<file path="src/rtl/pool_store_layer1.sv">
// Layer-1 pooling store: 2x2 max pooling per channel over the quantised window
// vector, then a raster-order write of the pooled word into the feature-map RAM.
// Two-stage pipeline: stage 1 reduces pixel pairs, stage 2 finishes the max and
// issues the RAM write with its position and end-of-frame flag.
module pool_store_layer1 #(
    parameter int unsigned CH        = 32,
    parameter int unsigned DW        = 8,
    parameter int unsigned FMAP_W    = 16,
    parameter int unsigned FMAP_H    = 16,
    parameter int unsigned AW        = 10,
    parameter int unsigned BASE_ADDR = 0,
    localparam int unsigned RW = (FMAP_H > 1) ? $clog2(FMAP_H) : 1,
    localparam int unsigned CW = (FMAP_W > 1) ? $clog2(FMAP_W) : 1
) (
    input  logic                 clk,
    input  logic                 rst_n,
    input  logic                 clear,
    input  logic                 en_store,
    input  logic [4*CH*DW-1:0]   pool_in,
    output logic                 wr_en,
    output logic [AW-1:0]        wr_addr,
    output logic [CH*DW-1:0]     wr_data,
    output logic [RW-1:0]        row_idx,
    output logic [CW-1:0]        col_idx,
    output logic                 frame_done,
    output logic                 busy
);

    logic [CH-1:0][DW-1:0] s1_a_d, s1_b_d, s1_a_q, s1_b_q, max_d;
    logic                  s1_valid_q;
    logic [RW-1:0]         row_q, row_d;
    logic [CW-1:0]         col_q, col_d;
    logic                  last_pos;
    logic [AW-1:0]         addr_d;

    logic                  wr_en_q;
    logic                  frame_done_q;
    logic [AW-1:0]         wr_addr_q;
    logic [CH*DW-1:0]      wr_data_q;
    logic [RW-1:0]         row_idx_q;
    logic [CW-1:0]         col_idx_q;

    // Unsigned pairwise max: (p0,p1) and (p2,p3) for stage 1, then across pairs for stage 2.
    always_comb begin
        for (int c = 0; c < CH; c++) begin
            s1_a_d[c] = (pool_in[(4*c+0)*DW +: DW] >= pool_in[(4*c+1)*DW +: DW])
                      ? pool_in[(4*c+0)*DW +: DW] : pool_in[(4*c+1)*DW +: DW];
            s1_b_d[c] = (pool_in[(4*c+2)*DW +: DW] >= pool_in[(4*c+3)*DW +: DW])
                      ? pool_in[(4*c+2)*DW +: DW] : pool_in[(4*c+3)*DW +: DW];
            max_d[c]  = (s1_a_q[c] >= s1_b_q[c]) ? s1_a_q[c] : s1_b_q[c];
        end
    end

    // Raster position advance on each stage-1 handoff, and the matching RAM address.
    always_comb begin
        last_pos = (col_q == CW'(FMAP_W - 1)) && (row_q == RW'(FMAP_H - 1));
        col_d    = col_q;
        row_d    = row_q;
        if (s1_valid_q) begin
            if (col_q == CW'(FMAP_W - 1)) begin
                col_d = '0;
                row_d = (row_q == RW'(FMAP_H - 1)) ? '0 : row_q + 1'b1;
            end else begin
                col_d = col_q + 1'b1;
            end
        end
        addr_d = AW'(BASE_ADDR) + AW'(row_q) * AW'(FMAP_W) + AW'(col_q);
    end

    // Stage 1: capture pair maxima when a window arrives; clear drops it.
    always_ff @(posedge clk or negedge rst_n) begin
        if (!rst_n) begin
            s1_valid_q <= 1'b0;
            s1_a_q     <= '0;
            s1_b_q     <= '0;
        end else if (clear) begin
            s1_valid_q <= 1'b0;
        end else begin
            s1_valid_q <= en_store;
            if (en_store) begin
                s1_a_q <= s1_a_d;
                s1_b_q <= s1_b_d;
            end
        end
    end

    // Stage 2: issue the write; data/address/position hold between writes.
    always_ff @(posedge clk or negedge rst_n) begin
        if (!rst_n) begin
            wr_en_q      <= 1'b0;
            frame_done_q <= 1'b0;
            wr_addr_q    <= '0;
            wr_data_q    <= '0;
            row_idx_q    <= '0;
            col_idx_q    <= '0;
            row_q        <= '0;
            col_q        <= '0;
        end else if (clear) begin
            wr_en_q      <= 1'b0;
            frame_done_q <= 1'b0;
            row_q        <= '0;
            col_q        <= '0;
        end else begin
            wr_en_q      <= s1_valid_q;
            frame_done_q <= s1_valid_q && last_pos;
            row_q        <= row_d;
            col_q        <= col_d;
            if (s1_valid_q) begin
                wr_data_q <= max_d;
                wr_addr_q <= addr_d;
                row_idx_q <= row_q;
                col_idx_q <= col_q;
            end
        end
    end

    assign wr_en      = wr_en_q;
    assign frame_done = frame_done_q;
    assign wr_addr    = wr_addr_q;
    assign wr_data    = wr_data_q;
    assign row_idx    = row_idx_q;
    assign col_idx    = col_idx_q;
    assign busy       = s1_valid_q | wr_en_q;

endmodule

</file>
<file path="config.mk">
export PLATFORM = sky130hd
export DESIGN_NAME = pool_store_layer1
export DESIGN_NICKNAME = d
export VERILOG_FILES = /design/src/rtl/pool_store_layer1.sv
export SDC_FILE = /design/constraint.sdc
export NUM_CORES = 2
export LEC_CHECK = 0
export CAP_MARGIN = 20
export CORE_AREA = 5 5 505 507
export CTS_CLUSTER_DIAMETER = 100
export DETAILED_ROUTE_END_ITERATION = 12
export DIE_AREA = 0 0 510 512
export MAX_ROUTING_LAYER = met4
export PLACE_DENSITY = 0.38
export SETUP_SLACK_MARGIN = 0.3
export SLEW_MARGIN = 10
export SYNTH_ARGS = -nofsm -noshare
export SYNTH_HDL_FRONTEND = slang
export SYNTH_SLANG_ARGS = --single-unit
</file>
<file path="constraint.sdc">
create_clock -name clk -period 5.95 [get_ports clk]
set_clock_uncertainty 0.2 [all_clocks]
set_input_delay 0.595 -clock clk [delete_from_list [all_inputs] [get_ports clk]]
set_output_delay 0.595 -clock clk [all_outputs]
set_load 0.02 [all_outputs]
</file>
# == Yosys cells after proc, flatten, opt, wreduce, memory -nomap -nowiden ==
# Index checks and enable logic that the tools add are counted.
# op_classes
add_sub_neg,3
n_lt_le_gt_ge,96
eq_ne,2
mux,106
bitwise_logic,2
reduce_logical,7
# ops
operator,n
8-bit greater-or-equal comparator,96
8-bit 2-to-1 mux,96
4-bit 2-to-1 mux,7
8-bit by 4-bit adder with 9-bit output,1
4-bit by 1-bit adder with 4-bit output (second input constant),2
4-bit == test (second input constant),2
2-bit AND reduction,3
2-bit nonzero test,2
1-bit 2-to-1 mux,3
1-bit logical AND,2
1-bit inverter,1
1-bit bitwise OR,1
# totals
reg_bits,797
input_bits,1028
out_inout_bits,277

# == Longest topological paths before layout ==
# depth
depth_word,5
depth_mapped,9
ltp_nobuf,7

# == Worst setup path before layout ==
# No wires, ideal clock.
# synth_timing
path_kind,input -> register
from,input port pool_in[0]
to,register s1_a_q[0] (netlist name)
setup_time_ps,126
t_arrival_ps,2058
t_required_ps,5624
setup_slack_ps,3566
cell_stages,7
n_path_buf,0
path_cell_list,inv_1 -> ha_1 -> nand2b_1 -> a2111oi_2 -> o311ai_2 -> and3_1 -> a221o_1
# synth_between
elab_chain_cells,2
# synth_lines
element,line_no,text
from (decl),19,"input logic [4*CH*DW-1:0] pool_in,"
8-bit greater-or-equal comparator,46,s1_a_d[c] = (pool_in[(4*c+0)*DW +: DW] >= pool_in[(4*c+1)*DW +: DW])
8-bit 2-to-1 mux *,47,? pool_in[(4*c+0)*DW +: DW] : pool_in[(4*c+1)*DW +: DW];
to (signal assigned),74,s1_a_q <= '0;
to (signal assigned),81,s1_a_q <= s1_a_d;
to (decl),29,"logic [CH-1:0][DW-1:0] s1_a_d, s1_b_d, s1_a_q, s1_b_q, max_d;"
# Every way passes the cells marked *; elsewhere a longest branch is shown, timed or not.
# A chain may end at the register's enable or synchronous reset.

# == Worst setup path in the final report ==
# layout_timing
from,input port clear
to,register s1_a_q[130] (netlist name)
# layout_between
elab_chain_cells,2
# layout_lines
element,line_no,text
from (decl),17,"input logic clear,"
1-bit inverter (no source line),-,
2-bit AND reduction (no source line),-,
# No other way between the ends.

==> reports/metrics.cfg <==
[outcome]
status=complete, but fails checks
violations=design-rule violations

[timing]
worst_pin_slew_ns=0.9495
relSlewSlack=0.3670
setup_viol=0
fin_hold_ws_ns=0.2512
fin_crit_ns=3.497
period_share=0.5877
hold_viol_final=0
setup-tns-final_ns=0
rsz0062_at_grt=false
drv_slew=0
max_freq_ghz=0.2860

[critical_path]
reg2reg_to=wr_data[113]
slowest_stage=clkdlybuf4s50_1
rrSetupSlack_ns=2.87
r2r-start=s1_valid_q
crit_type=in2reg
reg2reg_depth=5
end_kind=flop
start_kind=input pin
cp.arrival_ns=3.93
crit_family=buffers and inverters
cp_slowest_stage_delay_ns=0.81
crit_chain=clkdlybuf4s50_1 -> nand2b_4 -> inv_8 -> buf_12 -> and3_1 -> a221o_1
crit_path_max_fanout=149
crit_required_ns=6.38
path_buf_inv=3

[clocking]
clk_pin_slew_ns=0.05
hold_buffers=1
cts_root_buffer=clkbuf_16
cts_htree_levels=3
cts_setup_buffers=0
cts_buffers=112
ctsResizeCount=0
cts_buffer_depth=3
cts_tree=yes
insertion_delay_ns=0.76
cts_num_sinks=787

[yosys]
ys_types=41
ys_seq_area_frac=0.3632
ys_seq_elements=787
yosysTopAreaCell=dfrtp_1
synth_top_area_frac=0.3632
ys.flop_type=dfrtp_1
synth_cells=5198
synth.cell_area_sq_mm=0.05423
syn_avg_cell_area_sq_um=10.43
synth.most_common_cell=inv_1
ys_warn_count=0
synth-edff-count=0
synth.area.top_cells=dfrtp_1 36%, ha_1 18%, a221o_1 14%, and3_1 9.8%, inv_1 6.0%
synthTopCellsByCount=864 x inv_1, 847 x and3_1, 787 x dfrtp_1, 770 x ha_1, 752 x a221o_1
synthArstFlopShare=1.000

[routing]
viasPerCell=4.769
avgRoutedWirePerCell_um=26.00
dr.pass1.iters=12
drc=8
routed_wl_um=260600
num_vias=47795
postRouteAntennaNets=0
drtIter0Drc=2691

[grt]
grt_max_degree=199
antenna_found_initial=196
grt-ovfl-total=0
grt_pass1_vias=48921
grt_pass1_wl_um=367000
track_usage=0.1971

[run]
maxCapViolCount=0

[cells_and_area]
fillCellCount=26080
stdcell_count=10021
layout-drive-gt1-share=0.07655
fin_nets=8252
area_growth_pct=38.09
post-route-util=0.2995

[power]
leakage_uw=0.03692
pwr-share-comb=0.362
ir_drop_uv=235.4
power.share.clock=0.296
p_sw_uw=8547
cellPowerDensity_mw_per_mm2=313.9
p_sw_frac=0.3636
p_seq_frac=0.342
total_power_uw=23510
internal_power_uw=14960

[place]
hpwl_um=210400
place_inst=9686
place_congestion=0.8821
io_buffer_count=1302

[floorplanning]
die_y_um=512
die_w_um=510
fp.coreArea_sq_mm=0.2500
start_util=0.2169
io_pins=1305
rows=184
dieArea_sq_mm=0.2611

[min_path]
hold_class=in2async

[flip-flops by register name, indices dropped and copies added, names as in the netlist, 2 cells and up]
name     count
s1_a_q     256
col_idx      3
wr_addr      2
s1_b_q     256
row_idx      3
row_q        4
wr_data    256
col_q        4
[placed cells by master, fill, tap and decap left out, types with 95 or more instances in the layout]
cell type / n
nand2b_1: 95
nor2_1: 101
ha_1: 770
diode_2: 128
a221o_1: 752
inv_1: 864
and3_1: 847
o21ai_0: 109
clkbuf_16: 112
nand4_1: 96
clkdlybuf4s50_1: 1301
dfrtp_1: 787
o21a_1: 95
[cell type report]
type,instances,area [sq um],share of cell area
clock buffer,166,3276,0.04374
inverter,866,3266,0.04361
antenna,128,320.3,0.004278
timing repair buffer,1336,13480,0.1800
clock inverter,39,505.5,0.006750
sequential,787,19690,0.2630
multi-input combinational,3351,30150,0.4027
tap,3348,4189,0.05594
[worst max path at each step]
| stage | start | endpoint | slack [ns] | depth (start not counted) |
|---|---|---|---|---|
| after CTS | clear | s1_a_q[126] | 2.43 | 6 |
| after floorplan | pool_in[0] | s1_a_q[0] | 3.57 | 7 |
| after detailed placement | clear | s1_a_q[133] | 1.58 | 6 |
| after global placement | clear | s1_b_q[129] | 1.61 | 6 |
| after global routing | clear | s1_a_q[130] | 2.51 | 6 |
| final | clear | s1_a_q[130] | 2.45 | 6 |
[power by group through the flow]
stage	registers (uW)	clock network, uW	logic [uW]
after floorplan	8390	0	3720
after global placement	8150	0	8570
after detailed placement	8130	0	8610
after CTS	8070	7230	8650
after global routing	8200	7410	9310
final	8030	6960	8510
[metal layers]
metal  track usage  wire length (um)  up-vias
li1              -                 -    22596
met4       0.06259              8169        0
met1        0.2222            105500    23341
met3       0.06858             20960      380
met5             -                 0        -
met2        0.3268            126000     1478
[metrics by stage]
step,worst slack (ns),instance area (sq um)
finish,2.453,74880
global route,2.510,74850
CTS,2.430,74530
detailed placement,1.579,70740
global placement,1.611,70740
floorplan,3.566,54230
[logic make-up after synthesis]
kind of cell / Yosys count / synth area share
other: 1 / 0.00006916
multiplexers: 9 / 0.001661
flip-flops: 787 / 0.3632
buffers and inverters: 1061 / 0.08094
AO/OA/AOI/OAI: 1278 / 0.2339
AND/OR/NAND/NOR: 1290 / 0.1423
adder cells (fa/ha/maj): 770 / 0.1777
XOR/XNOR: 2 / 0.0003231
No activity file was read; power rests on OpenSTA's default activity.
